### src/rtl/arm_mem_arbiter_pkg.sv
// Shared definitions for the unified-memory arbiter: size codes, FSM states, read tag.
// Latency: n/a (types and constants only).
// Backpressure: n/a.
package arm_mem_arbiter_pkg;

    // Access size codes as driven by the core on its data bus
    localparam logic [1:0] MEM_B = 2'd0;
    localparam logic [1:0] MEM_H = 2'd1;
    localparam logic [1:0] MEM_W = 2'd2;

    // Arbiter FSM: a conflict costs exactly one extra memory slot (REPLAY)
    // and one quiet cycle (RELEASE) while the core re-presents stale requests.
    typedef enum logic [1:0] {
        ARB_IDLE    = 2'd0,
        ARB_REPLAY  = 2'd1,
        ARB_RELEASE = 2'd2
    } arb_state_t;

    // Describes the read issued last cycle so its returning word can be steered
    typedef struct packed {
        logic       vld;   // a read was issued last cycle
        logic       rom;   // 1 = fetch bus, 0 = data bus
        logic [1:0] size;  // access size of that read
        logic [1:0] lane;  // byte address bits [1:0] of that read
    } rd_tag_t;

endpackage

### src/rtl/arm_mem_lane.sv
// Byte-lane steering: byte enables plus write replication (READ=0) or read extraction (READ=1).
// Latency: purely combinational.
// Backpressure: none; follows its inputs every cycle.
module arm_mem_lane
    import arm_mem_arbiter_pkg::*;
#(
    parameter bit READ = 1'b0
) (
    input  logic [1:0]  i_size,
    input  logic [1:0]  i_addr,
    input  logic [31:0] i_data,
    output logic [3:0]  o_be,
    output logic [31:0] o_data
);

    // Memory word shifted so the addressed byte sits in bits [7:0]
    logic [31:0] w_shift;
    assign w_shift = i_data >> {i_addr, 3'b000};

    // Lane selection; anything that is not byte or half behaves as a full word
    always_comb begin
        o_be   = 4'b1111;
        o_data = i_data;
        case (i_size)
            MEM_B: begin
                o_be   = 4'b0001 << i_addr;
                o_data = READ ? {24'h0, w_shift[7:0]} : {4{i_data[7:0]}};
            end
            MEM_H: begin
                // Halfwords are taken as aligned; bit 0 of the address is dropped
                o_be   = i_addr[1] ? 4'b1100 : 4'b0011;
                o_data = READ ? {16'h0, (i_addr[1] ? i_data[31:16] : i_data[15:0])}
                              : {2{i_data[15:0]}};
            end
            default: begin
                o_be   = 4'b1111;
                o_data = i_data;
            end
        endcase
    end

endmodule

### src/rtl/arm_mem_arbiter.sv
// Arbitrates the core's fetch and data buses onto one single-port memory; data wins, fetch is replayed.
// Latency: read data 1 cycle after the request; a conflicted fetch returns 2 cycles after the request.
// Backpressure: freezes the core via o_core_en for the conflict and replay cycles.
// Optional: define ARB_CONFLICT_CNT_EN to add the saturating o_conflict_cnt output.
module arm_mem_arbiter
    import arm_mem_arbiter_pkg::*;
#(
    parameter int MEM_AW = 14
) (
    input  logic              clk,
    input  logic              rst,
    input  logic              i_en,
    output logic              o_core_en,
    input  logic              i_rom_en,
    input  logic [31:0]       i_rom_addr,
    output logic [31:0]       o_rom_data,
    input  logic              i_ram_en,
    input  logic              i_ram_wr,
    input  logic [1:0]        i_ram_size,
    input  logic [31:0]       i_ram_addr,
    input  logic [31:0]       i_ram_wdata,
    output logic [31:0]       o_ram_rdata,
    output logic              o_mem_en,
    output logic              o_mem_wr,
    output logic [3:0]        o_mem_be,
    output logic [MEM_AW-1:0] o_mem_addr,
    output logic [31:0]       o_mem_wdata,
    input  logic [31:0]       i_mem_rdata
`ifdef ARB_CONFLICT_CNT_EN
    ,
    output logic [15:0]       o_conflict_cnt
`endif
);

    arb_state_t        r_state;
    arb_state_t        w_next;
    logic [MEM_AW-1:0] r_rep_addr;
    rd_tag_t           r_tag;
    logic [31:0]       r_rom_hold;
    logic [31:0]       r_ram_hold;

    logic              w_stall;
    logic              w_mem_en;
    logic              w_mem_wr;
    logic              w_is_rom;
    logic              w_latch;
    logic [1:0]        w_acc_size;
    logic [1:0]        w_acc_lane;
    logic [MEM_AW-1:0] w_mem_addr;

    logic [3:0]        w_wr_be;
    logic [31:0]       w_wr_data;
    logic [3:0]        w_unused_rd_be;
    logic [31:0]       w_rd_data;
    logic              w_unused_addr_bits;

    // Address bits outside the memory window wrap; low fetch bits are word-aligned away
    assign w_unused_addr_bits = ^{i_rom_addr[31:MEM_AW+2], i_rom_addr[1:0],
                                  i_ram_addr[31:MEM_AW+2]};

    // Next state and memory request; reset forces the idle, no-access picture at once
    always_comb begin
        w_next     = r_state;
        w_stall    = 1'b0;
        w_mem_en   = 1'b0;
        w_mem_wr   = 1'b0;
        w_is_rom   = 1'b0;
        w_latch    = 1'b0;
        w_acc_size = MEM_W;
        w_acc_lane = 2'b00;
        w_mem_addr = '0;
        case (r_state)
            ARB_IDLE: begin
                if (i_en && !rst) begin
                    if (i_ram_en) begin
                        w_mem_en   = 1'b1;
                        w_mem_wr   = i_ram_wr;
                        w_acc_size = i_ram_size;
                        w_acc_lane = i_ram_addr[1:0];
                        w_mem_addr = i_ram_addr[MEM_AW+1:2];
                        if (i_rom_en) begin
                            w_stall = 1'b1;
                            w_latch = 1'b1;
                            w_next  = ARB_REPLAY;
                        end
                    end else if (i_rom_en) begin
                        w_mem_en   = 1'b1;
                        w_is_rom   = 1'b1;
                        w_mem_addr = i_rom_addr[MEM_AW+1:2];
                    end
                end
            end
            ARB_REPLAY: begin
                w_mem_en   = 1'b1;
                w_is_rom   = 1'b1;
                w_mem_addr = r_rep_addr;
                w_stall    = 1'b1;
                w_next     = ARB_RELEASE;
            end
            ARB_RELEASE: begin
                // Core still shows the requests we just served; wait for it to advance
                if (i_en) begin
                    w_next = ARB_IDLE;
                end
            end
            default: begin
                w_next = ARB_IDLE;
            end
        endcase
    end

    arm_mem_lane #(.READ(1'b0)) u_wr_lane (
        .i_size (w_acc_size),
        .i_addr (w_acc_lane),
        .i_data (i_ram_wdata),
        .o_be   (w_wr_be),
        .o_data (w_wr_data)
    );

    arm_mem_lane #(.READ(1'b1)) u_rd_lane (
        .i_size (r_tag.size),
        .i_addr (r_tag.lane),
        .i_data (i_mem_rdata),
        .o_be   (w_unused_rd_be),
        .o_data (w_rd_data)
    );

    assign o_core_en   = i_en & ~w_stall;
    assign o_mem_en    = w_mem_en;
    assign o_mem_wr    = w_mem_wr;
    assign o_mem_be    = w_mem_en ? w_wr_be : 4'b0000;
    assign o_mem_addr  = w_mem_addr;
    assign o_mem_wdata = (w_mem_en && w_mem_wr) ? w_wr_data : 32'h0;

    // Returning read goes straight out on its bus; otherwise each bus shows its last read
    assign o_rom_data  = (r_tag.vld &&  r_tag.rom) ? w_rd_data : r_rom_hold;
    assign o_ram_rdata = (r_tag.vld && !r_tag.rom) ? w_rd_data : r_ram_hold;

    // FSM state, replay address and read tag
    always_ff @(posedge clk or posedge rst) begin
        if (rst) begin
            r_state    <= ARB_IDLE;
            r_rep_addr <= '0;
            r_tag      <= '0;
        end else begin
            r_state <= w_next;
            if (w_latch) begin
                r_rep_addr <= i_rom_addr[MEM_AW+1:2];
            end
            r_tag.vld  <= w_mem_en & ~w_mem_wr;
            r_tag.rom  <= w_is_rom;
            r_tag.size <= w_acc_size;
            r_tag.lane <= w_acc_lane;
        end
    end

    // Hold registers keep read data visible until the next read on the same bus
    always_ff @(posedge clk or posedge rst) begin
        if (rst) begin
            r_rom_hold <= 32'h0;
            r_ram_hold <= 32'h0;
        end else if (r_tag.vld) begin
            if (r_tag.rom) begin
                r_rom_hold <= w_rd_data;
            end else begin
                r_ram_hold <= w_rd_data;
            end
        end
    end

`ifdef ARB_CONFLICT_CNT_EN
    logic [15:0] r_conflict_cnt;

    // Count conflicts (entries into REPLAY), sticking at all-ones
    always_ff @(posedge clk or posedge rst) begin
        if (rst) begin
            r_conflict_cnt <= 16'h0;
        end else if (r_state == ARB_IDLE && w_next == ARB_REPLAY &&
                     r_conflict_cnt != 16'hFFFF) begin
            r_conflict_cnt <= r_conflict_cnt + 16'h1;
        end
    end

    assign o_conflict_cnt = r_conflict_cnt;
`endif

endmodule

### config.mk
export PLATFORM = sky130hd
export DESIGN_NAME = arm_mem_arbiter
export DESIGN_NICKNAME = d
export VERILOG_FILES = /design/src/rtl/arm_mem_arbiter_pkg.sv /design/src/rtl/arm_mem_lane.sv /design/src/rtl/arm_mem_arbiter.sv
export SDC_FILE = /design/constraint.sdc
export NUM_CORES = 1
export LEC_CHECK = 0
export ABC_AREA = 1
export CAP_MARGIN = 10
export CELL_PAD_IN_SITES_DETAIL_PLACEMENT = 1
export CELL_PAD_IN_SITES_GLOBAL_PLACEMENT = 1
export CORE_ASPECT_RATIO = 1.2
export CORE_MARGIN = 10
export CORE_UTILIZATION = 28
export CTS_CLUSTER_DIAMETER = 30
export DETAILED_ROUTE_END_ITERATION = 10
export GPL_TIMING_DRIVEN = 0
export PLACE_DENSITY = 0.91
export SLEW_MARGIN = 20
export SYNTH_ARGS = -nofsm -noshare
export SYNTH_HDL_FRONTEND = slang
export SYNTH_SLANG_ARGS = --single-unit
export TNS_END_PERCENT = 100
### constraint.sdc
create_clock -name clk -period 13.4 [get_ports clk]
set_clock_uncertainty 0.15 [all_clocks]
set_input_delay 3.35 -clock clk [delete_from_list [all_inputs] [get_ports clk]]
set_output_delay 3.35 -clock clk [all_outputs]
set_load 0.02 [all_outputs]
Yosys cells after proc, flatten, opt, wreduce, memory -nomap -nowiden
Index checks and enable logic that the tools add are counted.
- bits in registers: 86
- bits of input ports: 136
- output and inout bits: 117
- word-level logic and storage cells: 73
- eq/ne operators: 8
- shifts and indexed selects: 2
- multiplexer cells: 38
- bitwise gates (word level): 5
- reduce and logical (&&, ||, !) cells: 12
- operators by type and width (cell ; count):
    $pmux 32 s2 ; 2
    $mux 32 ; 3
    $mux 14 ; 3
    $shr 32x5->8 ; 1
    $pmux 14 s2 ; 1
    $mux 2 ; 10
    $mux 16 ; 1
    $mux 1 ; 11
    $mux 4 ; 2
    $ne 2x2->1 const B ; 4
    $pmux 4 s2 ; 1
    $eq 2x1->1 const B ; 3
    $logic_not 2->1 ; 3
    $pmux 1 s2 ; 3
    $pmux 2 s3 ; 1
    $logic_and 1x1->1 ; 4
    $reduce_and 2->1 ; 2
    $reduce_and 4->1 ; 1
    $shl 1x2->4 const A ; 1
    $not 1->1 ; 3
    $and 1x1->1 ; 2
    $eq 2x2->1 const B ; 1
    $logic_not 1->1 ; 2

Logic depth before layout (Yosys ltp)
- word-level depth: 7
- depth in mapped cells: 8
- gate-level depth less buffers: 8

By module
From an unflattened synthesis, not the netlist that was laid out.
- cells, all modules: 738
- area, all modules: 5352.6 sq um
- modules (own cells, without submodules) (module ; times used ; cells each ; area an instance (sq um) ; seq. area each (sq um)):
    arm_mem_arbiter ; 1 ; 507 ; 4181.5 ; 2152.1
    arm_mem_lane (u_rd_lane) ; 1 ; 133 ; 611.8 ; 0.0
    arm_mem_lane (u_wr_lane) ; 1 ; 98 ; 559.3 ; 0.0

Least setup slack after synthesis
No wires, ideal clock.
- kind: input to output
- from: input rst
- to: output o_mem_be[0]
- arrival: 6.403 ns
- required time: 9.900 ns
- setup slack: 3.497 ns
- cell stages on the path: 7
- buffers on the path: 0
- cells stage by stage: inv_1 nand2_1 a21oi_1 nand2_1 nand2_1 inv_1 a21oi_1
- elaborated cells on any way between the ends: 14
- classes of those cells: 1 x eq/ne; 1 x shift; 9 x mux; 3 x reduce/logical
- RTL lines (item ; line ; source):
    from (decl) ; arm_mem_arbiter.sv:11 ; input logic rst,
    $logic_not 1->1 (no source line) ; -- ;
    $logic_and 1x1->1 ; arm_mem_arbiter.sv:74 ; if (i_en && !rst) begin
    $mux 1 ; arm_mem_arbiter.sv:74 ;
    $pmux 1 s2 ; arm_mem_arbiter.sv:72 ; case (r_state)
    net o_mem_en ; arm_mem_arbiter.sv:23 ; output logic o_mem_en,
    $mux 4 ; arm_mem_arbiter.sv:131 ; assign o_mem_be = w_mem_en ? w_wr_be : 4'b0000;
    to (decl) ; arm_mem_arbiter.sv:25 ; output logic [3:0] o_mem_be,
The timed path passes the listed nets, and every way through them passes these cells.

Worst setup path in the final report
- from: input rst
- to: output o_mem_wdata[30]
- cells in the longest elaborated chain, start to end: 7
- elaborated cells on any way between the ends: 13
- classes of those cells: 1 x eq/ne; 8 x mux; 4 x reduce/logical
- RTL lines (item ; line ; source):
    $logic_not 1->1 (no source line) * ; -- ;
    $logic_and 1x1->1 * ; arm_mem_arbiter.sv:74 ;
    $mux 2 * ; arm_mem_arbiter.sv:74 ;
    $mux 2 * ; arm_mem_arbiter.sv:72 ;
    net u_wr_lane.i_size[1] ; arm_mem_lane.sv:9 ; input logic [1:0] i_size,
    $eq 2x1->1 or $logic_not 2->1 (tied branches) ; arm_mem_lane.sv:24 ; case (i_size)
    $pmux 32 s2 * ; arm_mem_lane.sv:24 ;
    $mux 32 * ; arm_mem_arbiter.sv:133 ; assign o_mem_wdata = (w_mem_en && w_mem_wr) ? w_wr_data : 32'h0;
    to (decl) ; arm_mem_arbiter.sv:27 ; output logic [31:0] o_mem_wdata,
The timed path passes the listed nets; every way through them passes the cells marked *.

==> qor.csv <==
stage,metric,value,unit
cells_and_area,post-layout util,45.6,%
detailed_routing,vias per cell,4.73,
synth,Yosys top cell by area,dfrtp_1,
synth,mean area per synthesized cell,6.94,um2
clocking,PostCTS Resize Cnt,0,
critical_path,arrival time worst endpoint,5950,ps
timing,post-layout min period,9450,ps
detailed_routing,DR iter-0 viols,232,
detailed_routing,DR DRC count,0,
global_route,met2 Use GR,31.9,%
timing,"Hold Vio Cnt, Final",0,
job,Max-cap violations,0,
synth,"Top FF cell, synth",dfrtp_1,
clocking,CTS Buf Count,9,
floorplan,die width,137,um
worst_hold_path,worst min path class,reg2reg,
synth,Synth warnings,0,
clocking,htree depth,3,
placed_design,dpl hpwl,16300,um
critical_path,CP Launch Type,input port,
cells_and_area,nets,1031,
timing,max-slew violation count,0,
global_route,largest net degree at the start of global routing,49,
detailed_routing,total wire length,20000,um
detailed_routing,vias,5255,
power,PwrDens,132,mW/mm2
floorplan,Starting Density,28.5,%
synth,asr flop ratio synth,100,%
power,Leak,3.55,nW
floorplan,core area,0.0162,mm2
timing,final worst path period share,70.5,%
global_route,GR Util met3,4.90,%
synth,Synth top area share,46.7,%
clocking,CTS tree,yes,
power,worst vdd ir,0.0499,mV
synth,Yosys cell types,22,
synth,cell with the most instances after synthesis,nand2_1,
outcome,outcome,completed,
critical_path,WS Path Type,in2out,
placed_design,# port buffers,218,
timing,Final Setup Violations,0,
global_route,gr ovfl total,0,
critical_path,Slowest cell on crit path,clkdlybuf4s50_1,
clocking,Post-CTS Setup Repair Bufs,0,
placed_design,Post-Place Cells,1096,
cells_and_area,area delta synth->final,60.4,%
clocking,Clock Latency Late Sink,340,ps
timing,Slew Limit Headroom,60.7,%
timing,hold slack,325,ps
placed_design,placed inst area,0.00709,mm2
floorplan,I/O Pins,253,
floorplan,Chip Height,161,um
global_route,first-pass GRT wire length,31400,um
timing,worst slew pin tran,587,ps
synth,number of synthesized flops with an enable pin,0,
global_route,initial antenna violation count,0,
critical_path,CP required,9900,ps
cells_and_area,layout cells sized above 1,4.11,%
timing,Peak Freq,106,MHz
cells_and_area,post-route cell area,0.00740,mm2
global_route,M1 GR Usage,20.1,%
clocking,hold_buf cts,0,
timing,setup TNS,0,ps
detailed_routing,ANT nets after route,0,
synth,part of the Yosys area used for sequential elements,46.7,%
detailed_routing,DRT Pass-1 Iters,4,
clocking,Num Clock Sinks,86,
detailed_routing,WL per Instance,17.9,um
critical_path,CP peak stage delay,630,ps
clocking,CTS clock-pin slew for the worst setup and hold paths,60,ps
clocking,Clock Root Buffer,clkbuf_16,
timing,RSZ-0062 raised after global routing,false,
global_route,vias in the first global route,5817,
synth,Post-synth top cells,"nand2_1, dfrtp_1, inv_1, o21ai_0, nor2_1",
critical_path,CP cell instances,"clkdlybuf4s50_1, inv_4, nand2_1, nor2_1, nand2_1, buf_2, nand2_1, inv_1, nor2_1, clkdlybuf4s50_1",
placed_design,Final GP Congestion,0.892,
critical_path,Most Frequent Cell on Critical Path,nand2_1,
synth,Area contributors post-synth,"dfrtp_1, nand2_1, o21ai_0",
cells_and_area,n_diodes,0,
cells_and_area,register area,0.00215,mm2
floorplan,Die ar.,0.0220,mm2
floorplan,site row count,51,
synth,Post-Synthesis Cells,665,
synth,Syn Nets,801,
clocking,clk buf depth,2,
cells_and_area,area of the multi-input gates,0.00205,mm2
critical_path,Crit Path Max Fanout,40,
global_route,gr busiest metal,met2,
global_route,Tot GR Track Use,17.8,%
cells_and_area,Filler Cell Count,2036,
synth,Post-Syn Area,0.00461,mm2
critical_path,Setup crit end kind,output pin,
synth,register bit total from synthesis,86,
cells_and_area,Finished Layout Cells,1112,
[final timing paths]
kind	to	startpoint	slack, ps	depth (start not counted)
worst max-delay path	o_mem_wdata[30]	rst	3950	10
worst min-delay path	r_rom_hold[9]	r_rom_hold[9]	320	2
worst max register to register	r_rom_hold[16]	r_tag[4]	11320	4
worst min register to register	r_rom_hold[9]	r_rom_hold[9]	320	2
max in group asynchronous	r_rom_hold[8]	rst	9160	3
min in group asynchronous	r_rep_addr[12]	rst	3300	2
[where the power goes]
| part | total, mW | internal (mW) | switching [mW] |
|---|---|---|---|
| Sequential | 0.345 | 0.324 | 0.0215 |
| Combinational | 0.370 | 0.164 | 0.206 |
| Clock | 0.258 | 0.151 | 0.108 |
| Total | 0.974 | 0.638 | 0.335 |
[critical path: cells and delay by family]
| family | cells | cell delay, ps |
|---|---|---|
| buffers and inverters | 5 | 1820 |
| and+or+nand+nor | 5 | 780 |
[per-stage QoR]
step                      setup WS [ps]  power [mW]
after floorplan                    3500       0.521
after global placement             1470       0.710
after detailed placement           3870       0.723
after CTS                          3870       0.990
after global routing               3690        1.03
final                              3950       0.974
[placed cells by master, fill, tap and decap left out, types with 2 or more instances in the layout]
cell type        count
a22oi_1             14
clkbuf_16            9
nor2_1              41
o21ai_0             62
nand3_1             29
dfrtp_1             86
a21oi_1             13
clkdlybuf4s50_1    218
buf_4                2
nand4_1             16
buf_1                2
buf_2               10
nand2_1            295
inv_6                2
nor2_2               2
inv_1               68
clkbuf_1            16
[routing by layer]
layer / wire length [um] / vias up
met5: 0 / -
met4: 249 / 0
met3: 1480 / 18
met2: 10200 / 171
met1: 8000 / 2522
li1: - / 2544
[final cells by class]
type	instances	share of cell area, %
buffer	31	1.94
clock buffer	10	3.23
clock inverter	6	0.930
inverter	71	3.64
multi-input combinational	477	27.7
sequential	86	29.1
tap	212	3.59
timing repair buffer	219	29.9
[state kept, by name, summed over array words and instances (netlist names)]
signal,flops
r_rep_addr,14
r_tag,6
r_rom_hold,32
r_ram_hold,32
r_state,2
[kinds of logic after synthesis]
| kind of cell | count (synthesis) | synth area share [%] |
|---|---|---|
| AOI/OAI and AO/OA | 90 | 10.6 |
| and+or+nand+nor | 387 | 33.9 |
| buffers and inverters | 102 | 8.90 |
| DFF | 86 | 46.7 |
No activity file was read; power rests on OpenSTA's default activity.
